### config.mk
export PLATFORM = sky130hd
export DESIGN_NAME = m68k_bus_master
export DESIGN_NICKNAME = d
export VERILOG_FILES = /design/src/rtl/m68k_bus_master.sv
export SDC_FILE = /design/constraint.sdc
export NUM_CORES = 1
export LEC_CHECK = 0
export ABC_AREA = 1
export CAP_MARGIN = 40
export CORE_ASPECT_RATIO = 0.8
export CORE_UTILIZATION = 40
export DETAILED_ROUTE_END_ITERATION = 7
export GPL_TIMING_DRIVEN = 0
export PLACE_DENSITY = 0.83
export SLEW_MARGIN = 20
export SYNTH_ARGS = -nofsm -noshare
export SYNTH_HDL_FRONTEND = slang
export SYNTH_SLANG_ARGS = --single-unit
export TNS_END_PERCENT = 50
### constraint.sdc
create_clock -name C100 -period 1.7 [get_ports C100]
set_clock_uncertainty 0.2 [all_clocks]
set_input_delay 0.51 -clock C100 [delete_from_list [all_inputs] [get_ports C100]]
set_output_delay 0.51 -clock C100 [all_outputs]
set_load 0.02 [all_outputs]
### src/rtl/m68k_bus_master.sv
`default_nettype none
// ============================================================================
//  Module   : m68k_bus_master
//  Purpose  : Single-transfer 68000-style asynchronous bus master. Accepts one
//             request at a time, runs the AS/UDS/LDS handshake, waits for a
//             synchronised DTACK/VPA, handles bus error, rerun (BERR+HALT) and
//             self-timed timeout, and returns a one-cycle response pulse.
//  Ports    : C100 / P_RESET_n       clock, asynchronous active-low reset
//             req_*                  request handshake (accepted in IDLE)
//             rsp_*                  response (rsp_valid pulses, rest held)
//             P_*                    68k bus pins (strobes active-low)
//  Revision : 1.0  initial release
// ============================================================================
module m68k_bus_master #(
    parameter int ADDR_W      = 24,
    parameter int TIMEOUT     = 255,
    parameter int SYNC_STAGES = 2,
    parameter int RETRY_MAX   = 3
) (
    input  logic              C100,
    input  logic              P_RESET_n,
    // request
    input  logic              req_valid,
    output logic              req_ready,
    input  logic [ADDR_W-1:0] req_addr,
    input  logic [15:0]       req_wdata,
    input  logic              req_rw,
    input  logic              req_byte,
    input  logic [2:0]        req_fc,
    // response
    output logic              rsp_valid,
    output logic [15:0]       rsp_rdata,
    output logic              rsp_err,
    output logic              rsp_timeout,
    output logic              rsp_vpa,
    // bus
    output logic [ADDR_W-2:0] P_A,
    output logic [2:0]        P_FC,
    output logic [15:0]       P_D_out,
    output logic              P_D_oe,
    input  logic [15:0]       P_D_in,
    output logic              P_AS_n,
    output logic              P_UDS_n,
    output logic              P_LDS_n,
    output logic              P_RW_n,
    input  logic              P_DTACK_n,
    input  logic              P_BERR_n,
    input  logic              P_VPA_n,
    input  logic              P_HALT_n
);

    typedef enum logic [2:0] {
        S_IDLE   = 3'd0,
        S_ADDR   = 3'd1,
        S_ASSERT = 3'd2,
        S_WAIT   = 3'd3,
        S_LATCH  = 3'd4,
        S_END    = 3'd5,
        S_RERUN  = 3'd6
    } state_t;

    // Retry counter must be able to hold RETRY_MAX+1 (the "exceeded" value).
    localparam int             RCW         = $clog2(RETRY_MAX + 2);
    localparam logic [RCW-1:0] RETRY_LIMIT = RCW'(RETRY_MAX);
    localparam logic [15:0]    WAIT_LAST   = 16'(TIMEOUT - 1);

    state_t state, state_nxt;

    logic              run_q;       // low only until the first edge after reset
    logic [ADDR_W-1:0] addr_q;
    logic [15:0]       dout_q;
    logic              rw_q;
    logic              byte_q;
    logic [2:0]        fc_q;
    logic [15:0]       cnt_q;
    logic [RCW-1:0]    retry_q;
    logic              vpa_q;
    logic              end_err;
    logic              end_to;

    // ------------------------------------------------------------------
    // Input synchronisers, reset to the negated (high) level.
    // Bit order: {DTACK_n, BERR_n, VPA_n, HALT_n}.
    // ------------------------------------------------------------------
    logic [3:0] sync_q [SYNC_STAGES];
    logic       dtack_n_s, berr_n_s, vpa_n_s, halt_n_s;

    always_ff @(posedge C100 or negedge P_RESET_n) begin
        if (!P_RESET_n) begin
            for (int i = 0; i < SYNC_STAGES; i++) begin
                sync_q[i] <= 4'hF;
            end
        end else begin
            sync_q[0] <= {P_DTACK_n, P_BERR_n, P_VPA_n, P_HALT_n};
            for (int i = 1; i < SYNC_STAGES; i++) begin
                sync_q[i] <= sync_q[i-1];
            end
        end
    end

    assign {dtack_n_s, berr_n_s, vpa_n_s, halt_n_s} = sync_q[SYNC_STAGES-1];

    // ------------------------------------------------------------------
    // Next-state logic. end_err/end_to only matter on the edge into END.
    // ------------------------------------------------------------------
    always_comb begin
        state_nxt = state;
        end_err   = 1'b0;
        end_to    = 1'b0;
        case (state)
            S_IDLE: begin
                if (req_valid && run_q) state_nxt = S_ADDR;
            end
            S_ADDR:   state_nxt = S_ASSERT;
            S_ASSERT: state_nxt = S_WAIT;
            S_WAIT: begin
                // BERR outranks DTACK/VPA sampled in the same cycle.
                if (!berr_n_s && !halt_n_s) begin
                    state_nxt = S_RERUN;
                end else if (!berr_n_s) begin
                    state_nxt = S_END;
                    end_err   = 1'b1;
                end else if (!dtack_n_s || !vpa_n_s) begin
                    state_nxt = S_LATCH;
                end else if (cnt_q == WAIT_LAST) begin
                    state_nxt = S_END;
                    end_err   = 1'b1;
                    end_to    = 1'b1;
                end
            end
            S_LATCH: state_nxt = S_END;
            S_END: begin
                // Hold until the slave has released all its handshake lines.
                if (dtack_n_s && berr_n_s && vpa_n_s) state_nxt = S_IDLE;
            end
            S_RERUN: begin
                if (halt_n_s && berr_n_s) begin
                    if (retry_q > RETRY_LIMIT) begin
                        state_nxt = S_END;
                        end_err   = 1'b1;
                    end else begin
                        state_nxt = S_ADDR;
                    end
                end
            end
            default: state_nxt = S_IDLE;
        endcase
    end

    // ------------------------------------------------------------------
    // Registers
    // ------------------------------------------------------------------
    always_ff @(posedge C100 or negedge P_RESET_n) begin
        if (!P_RESET_n) begin
            state       <= S_IDLE;
            run_q       <= 1'b0;
            addr_q      <= '0;
            dout_q      <= '0;
            rw_q        <= 1'b1;
            byte_q      <= 1'b0;
            fc_q        <= '0;
            cnt_q       <= '0;
            retry_q     <= '0;
            vpa_q       <= 1'b0;
            rsp_valid   <= 1'b0;
            rsp_rdata   <= '0;
            rsp_err     <= 1'b0;
            rsp_timeout <= 1'b0;
            rsp_vpa     <= 1'b0;
        end else begin
            state     <= state_nxt;
            run_q     <= 1'b1;
            rsp_valid <= 1'b0;

            if (state == S_IDLE && state_nxt == S_ADDR) begin
                addr_q  <= req_addr;
                dout_q  <= req_byte ? {req_wdata[7:0], req_wdata[7:0]} : req_wdata;
                rw_q    <= req_rw;
                byte_q  <= req_byte;
                fc_q    <= req_fc;
                retry_q <= '0;
            end

            // Counts cycles spent in WAIT; zero on every WAIT entry.
            cnt_q <= (state == S_WAIT) ? cnt_q + 16'd1 : 16'd0;

            if (state_nxt == S_RERUN && state != S_RERUN) begin
                retry_q <= retry_q + 1'b1;
            end

            // Data is sampled while the strobes are still asserted.
            if (state == S_WAIT && state_nxt == S_LATCH) begin
                vpa_q <= !vpa_n_s;
                if (rw_q) rsp_rdata <= P_D_in;
            end

            if (state_nxt == S_END && state != S_END) begin
                rsp_valid   <= 1'b1;
                rsp_err     <= end_err;
                rsp_timeout <= end_to;
                rsp_vpa     <= (state == S_LATCH) ? vpa_q : 1'b0;
            end
        end
    end

    // ------------------------------------------------------------------
    // Bus outputs decoded from state. Write strobes lag AS by one cycle so
    // data is stable before the slave sees DS.
    // ------------------------------------------------------------------
    logic as_on, ds_on;

    assign as_on = (state == S_ASSERT) || (state == S_WAIT);
    assign ds_on = rw_q ? as_on : (state == S_WAIT);

    assign req_ready = (state == S_IDLE) && run_q;
    assign P_AS_n    = !as_on;
    assign P_UDS_n   = !(ds_on && (!byte_q || !addr_q[0]));
    assign P_LDS_n   = !(ds_on && (!byte_q ||  addr_q[0]));
    assign P_RW_n    = (state == S_IDLE) ? 1'b1 : rw_q;
    assign P_D_oe    = !rw_q && ((state == S_ADDR) || (state == S_ASSERT) || (state == S_WAIT));
    assign P_A       = addr_q[ADDR_W-1:1];
    assign P_FC      = fc_q;
    assign P_D_out   = dout_q;

endmodule
`default_nettype wire

==> flow_summary.yaml <==
run_status:
  status: "finished, violations left"
  violations: "setup timing"
clock_network:
  cts_buffer_depth: 2
  clk_pin_slew_ns: 0.07
  cts_tree: "done"
  cts_buffers: 9
  h-tree-depth: 3
  cts_root_buf: "clkbuf_16"
  cts.sinks: 97
  clock_latency_ns: 0.34
setup_path:
  cp_data_required_time_ns: 0.99
  crit-reg2reg-launch: "cnt_q[0]"
  critPathLaunchType: "flop"
  end_kind: "output port"
  critPathMaxStageDelay_ns: 0.54
  path_delay_family: "flip-flops"
  crit_buf_inv: 3
  cp_max_fo: 2
  crit_start: "rw_q"
  path_class: "reg -> out"
  crit_chain: "clkbuf_16, inv_8, a21oi_4, o21ai_2, buf_6"
  crit_slowest_cell: "dfstp_2"
  arrival_ns: 1.40
finish:
  layout_commonest_cell: "nand2_1"
  area_delta_synth_final_pct: 63.4
  fillCellCount: 829
  layout_common_cells: "153 x nand2_1, 85 x dfrtp_1, 67 x buf_6"
  final_net_count: 793
  multi_input_area_um2: 1970
  n_antenna_cell: 0
  final-seq-area_um2: 2440
  drive_gt1_share_pct: 40.1
global_route:
  grt_max_degree: 53
  antenna_found_initial: 0
  grt_first_pass_wirelength_um: 17800
  grt_overflow_total: 0
  grtUsageTotal_pct: 19.9
  first_global_vias: 3836
logic_synthesis:
  synth_cell_type_count: 32
  syn_area_um2: 4460
  syn_inst: 530
  ys_warn_count: 0
  ys_seq_area_share_pct: 54.6
  ys_ff_latch: 97
  synth.avg_cell_area_um2: 8.42
  synthesis.nets: 602
flow_run:
  maxCapViolations: 0
sta:
  holdWs_ns: 0.156
  fin_crit_ns: 2.11
  max_freq_mhz: 475
  relSlewSlack_pct: 66.3
  setup_viol: 72
  rsz0062_at_grt: "true"
  setup_tns_ns: -10.85
  finalHoldViolations: 0
  min_period_over_period_pct: 124
  tightest_slew_ns: 0.506
  setup_slack_ns: -0.406
  slew_viol_final: 0
drt:
  drtIter0Drc: 177
  drt-total-wl_um: 12600
  vias: 4230
  wire_per_inst_um: 14.5
  ant_nets: 0
  dr.pass1.iters: 4
  viasPerCell: 4.86
  drc: 0
hold_path:
  hp-start: "sync_q[5]"
  hp-class: "reg -> reg"
pwr:
  internal_power_uw: 7950
  pwr-share-comb_pct: 57.1
  power_density_nw_per_um2: 1830
  switchingPower_uw: 5420
  share_seq_of_total_power_pct: 28.9
  ir_worst_vdd_uv: 997
  power_frac_clock_pct: 14.1
  leakage_uw: 0.00358
  switching_share_pct: 40.5
die:
  die_area_um2: 11600
  ios: 136
  die_y_um: 96.5
  die_x_um: 120
  num_rows: 34
  initial_core_util_pct: 41.2
  core-area_um2: 10800
placed_design:
  routabilityCongestion: 0.849
  hpwl_um: 7900
  portBuffers: 134
## power by group through the flow
stage | registers [uW] | logic, uW | clock network [uW]
5_1_grt | 3950 | 8190 | 2010
2_1_floorplan | 4180 | 2810 | 0
4_1_cts | 3690 | 6380 | 1920
3_3_place_gp | 3670 | 5570 | 0
6_report | 3860 | 7630 | 1880
3_5_place_dp | 3700 | 5710 | 0
## registers in the layout, indices dropped and copies added, names as in the netlist, 3 cells and up
| signal | count |
|---|---|
| cnt_q | 16 |
| retry_q | 3 |
| P_FC | 3 |
| P_D_out | 16 |
| sync_q | 5 |
| state | 3 |
| rsp_rdata | 16 |
| addr_q | 24 |
## worst paths after layout
kind                           endpoint  slack, ns  depth (start not counted)
max                             P_LDS_n      -0.41                          5
min                           sync_q[1]       0.16                          0
max reg2reg                rsp_rdata[8]      -0.38                         14
min reg2reg                   sync_q[1]       0.16                          0
max in group asynchronous          rw_q       0.19                          3
min in group asynchronous     addr_q[1]       0.48                          2
## cells by family (layout without fill, tap and decap cells)
| family | after synthesis | count (layout) | synth area share [%] |
|---|---|---|---|
| xor+xnor | 1 | 1 | 0.196 |
| compound gates | 38 | 38 | 4.96 |
| fa+ha+maj | 4 | 4 | 1.12 |
| simple gates | 305 | 305 | 29.0 |
| flops | 97 | 97 | 54.6 |
| other cells | 1 | 1 | 0.0840 |
| buf+inv | 84 | 280 | 10.1 |
## synthesized netlist by cell type
| cell | count | share of area, % |
|---|---|---|
| a21oi_1 | 13 | 1.5 |
| nor2_4 | 1 | 0.25 |
| buf_6 | 3 | 0.76 |
| dfrtp_1 | 88 | 49 |
| or2_2 | 1 | 0.14 |
| nand2_1 | 214 | 18 |
| clkbuf_1 | 6 | 0.50 |
| nand4_1 | 22 | 3.1 |
| conb_1 | 1 | 0.084 |
| nand3_1 | 15 | 1.7 |
| buf_8 | 1 | 0.34 |
| ha_1 | 4 | 1.1 |
| nand3b_1 | 1 | 0.17 |
| dfstp_2 | 9 | 5.3 |
| nor2_2 | 1 | 0.14 |
| xor2_1 | 1 | 0.20 |
| nand4_4 | 1 | 0.48 |
| o21bai_1 | 3 | 0.50 |
| nand2_2 | 3 | 0.42 |
| a21oi_4 | 1 | 0.36 |
| buf_4 | 24 | 4.0 |
| buf_2 | 8 | 0.90 |
| nor2_1 | 34 | 2.9 |
| a31oi_1 | 8 | 1.1 |
| or3_1 | 1 | 0.14 |
| o21ai_0 | 12 | 1.3 |
| nor2_8 | 1 | 0.45 |
| inv_1 | 41 | 3.4 |
| nor4_1 | 1 | 0.14 |
| inv_2 | 1 | 0.084 |
| nor3_1 | 9 | 1.0 |
| a211oi_1 | 1 | 0.17 |
## per-layer routing
| layer | track usage [%] | wire length (um) |
|---|---|---|
| met1 | 24.3 | 5110 |
| met3 | 5.75 | 810 |
| met4 | 7.60 | 144 |
| met5 | 0 | 0 |
| met2 | 33.6 | 6550 |
## timing repair
action,4_1_cts,5_1_grt
gates resized for setup,377,158
endpoints found under the setup margin,140,116
hold buffers,1,0
buffers inserted,27,12
hold endpoints to repair,43,0
cloned,1,7
pin swaps,7,25
## worst reg2reg max path: cells and delay by family (launching register included)
| kind | cells | cell delay, ns |
|---|---|---|
| adder cells (fa/ha/maj) | 1 | 0.17 |
| flip-flops | 1 | 0.39 |
| AND/OR/NAND/NOR | 10 | 0.93 |
| buffers and inverters | 3 | 0.30 |
## layout make-up
type / count / area share [%]
Sequential cell: 97 / 33.5
Clock inverter: 4 / 0.412
Timing Repair Buffer: 182 / 23.9
Clock buffer: 12 / 3.38
Buffer: 40 / 6.83
Tap cell: 144 / 2.47
Inverter: 42 / 2.42
Multi-Input combinational cell: 349 / 27.1
## metrics by stage
| stage | total power, uW | worst slack (ns) | utilization, % | std cells | area, um^2 |
|---|---|---|---|---|---|
| 6_report | 13400 | -0.406 | 67.2 | 870 | 7290 |
| 4_1_cts | 12000 | -0.433 | 61.9 | 852 | 6720 |
| 3_5_place_dp | 9410 | -0.654 | 55.8 | 809 | 6060 |
| 2_1_floorplan | 6990 | -0.114 | - | 530 | 4510 |
| 5_1_grt | 14100 | -0.502 | 67.2 | 870 | 7290 |
| 3_3_place_gp | 9240 | -3.92 | 55.6 | 808 | 6030 |
Note: power is estimated with default switching activity, not from simulation.
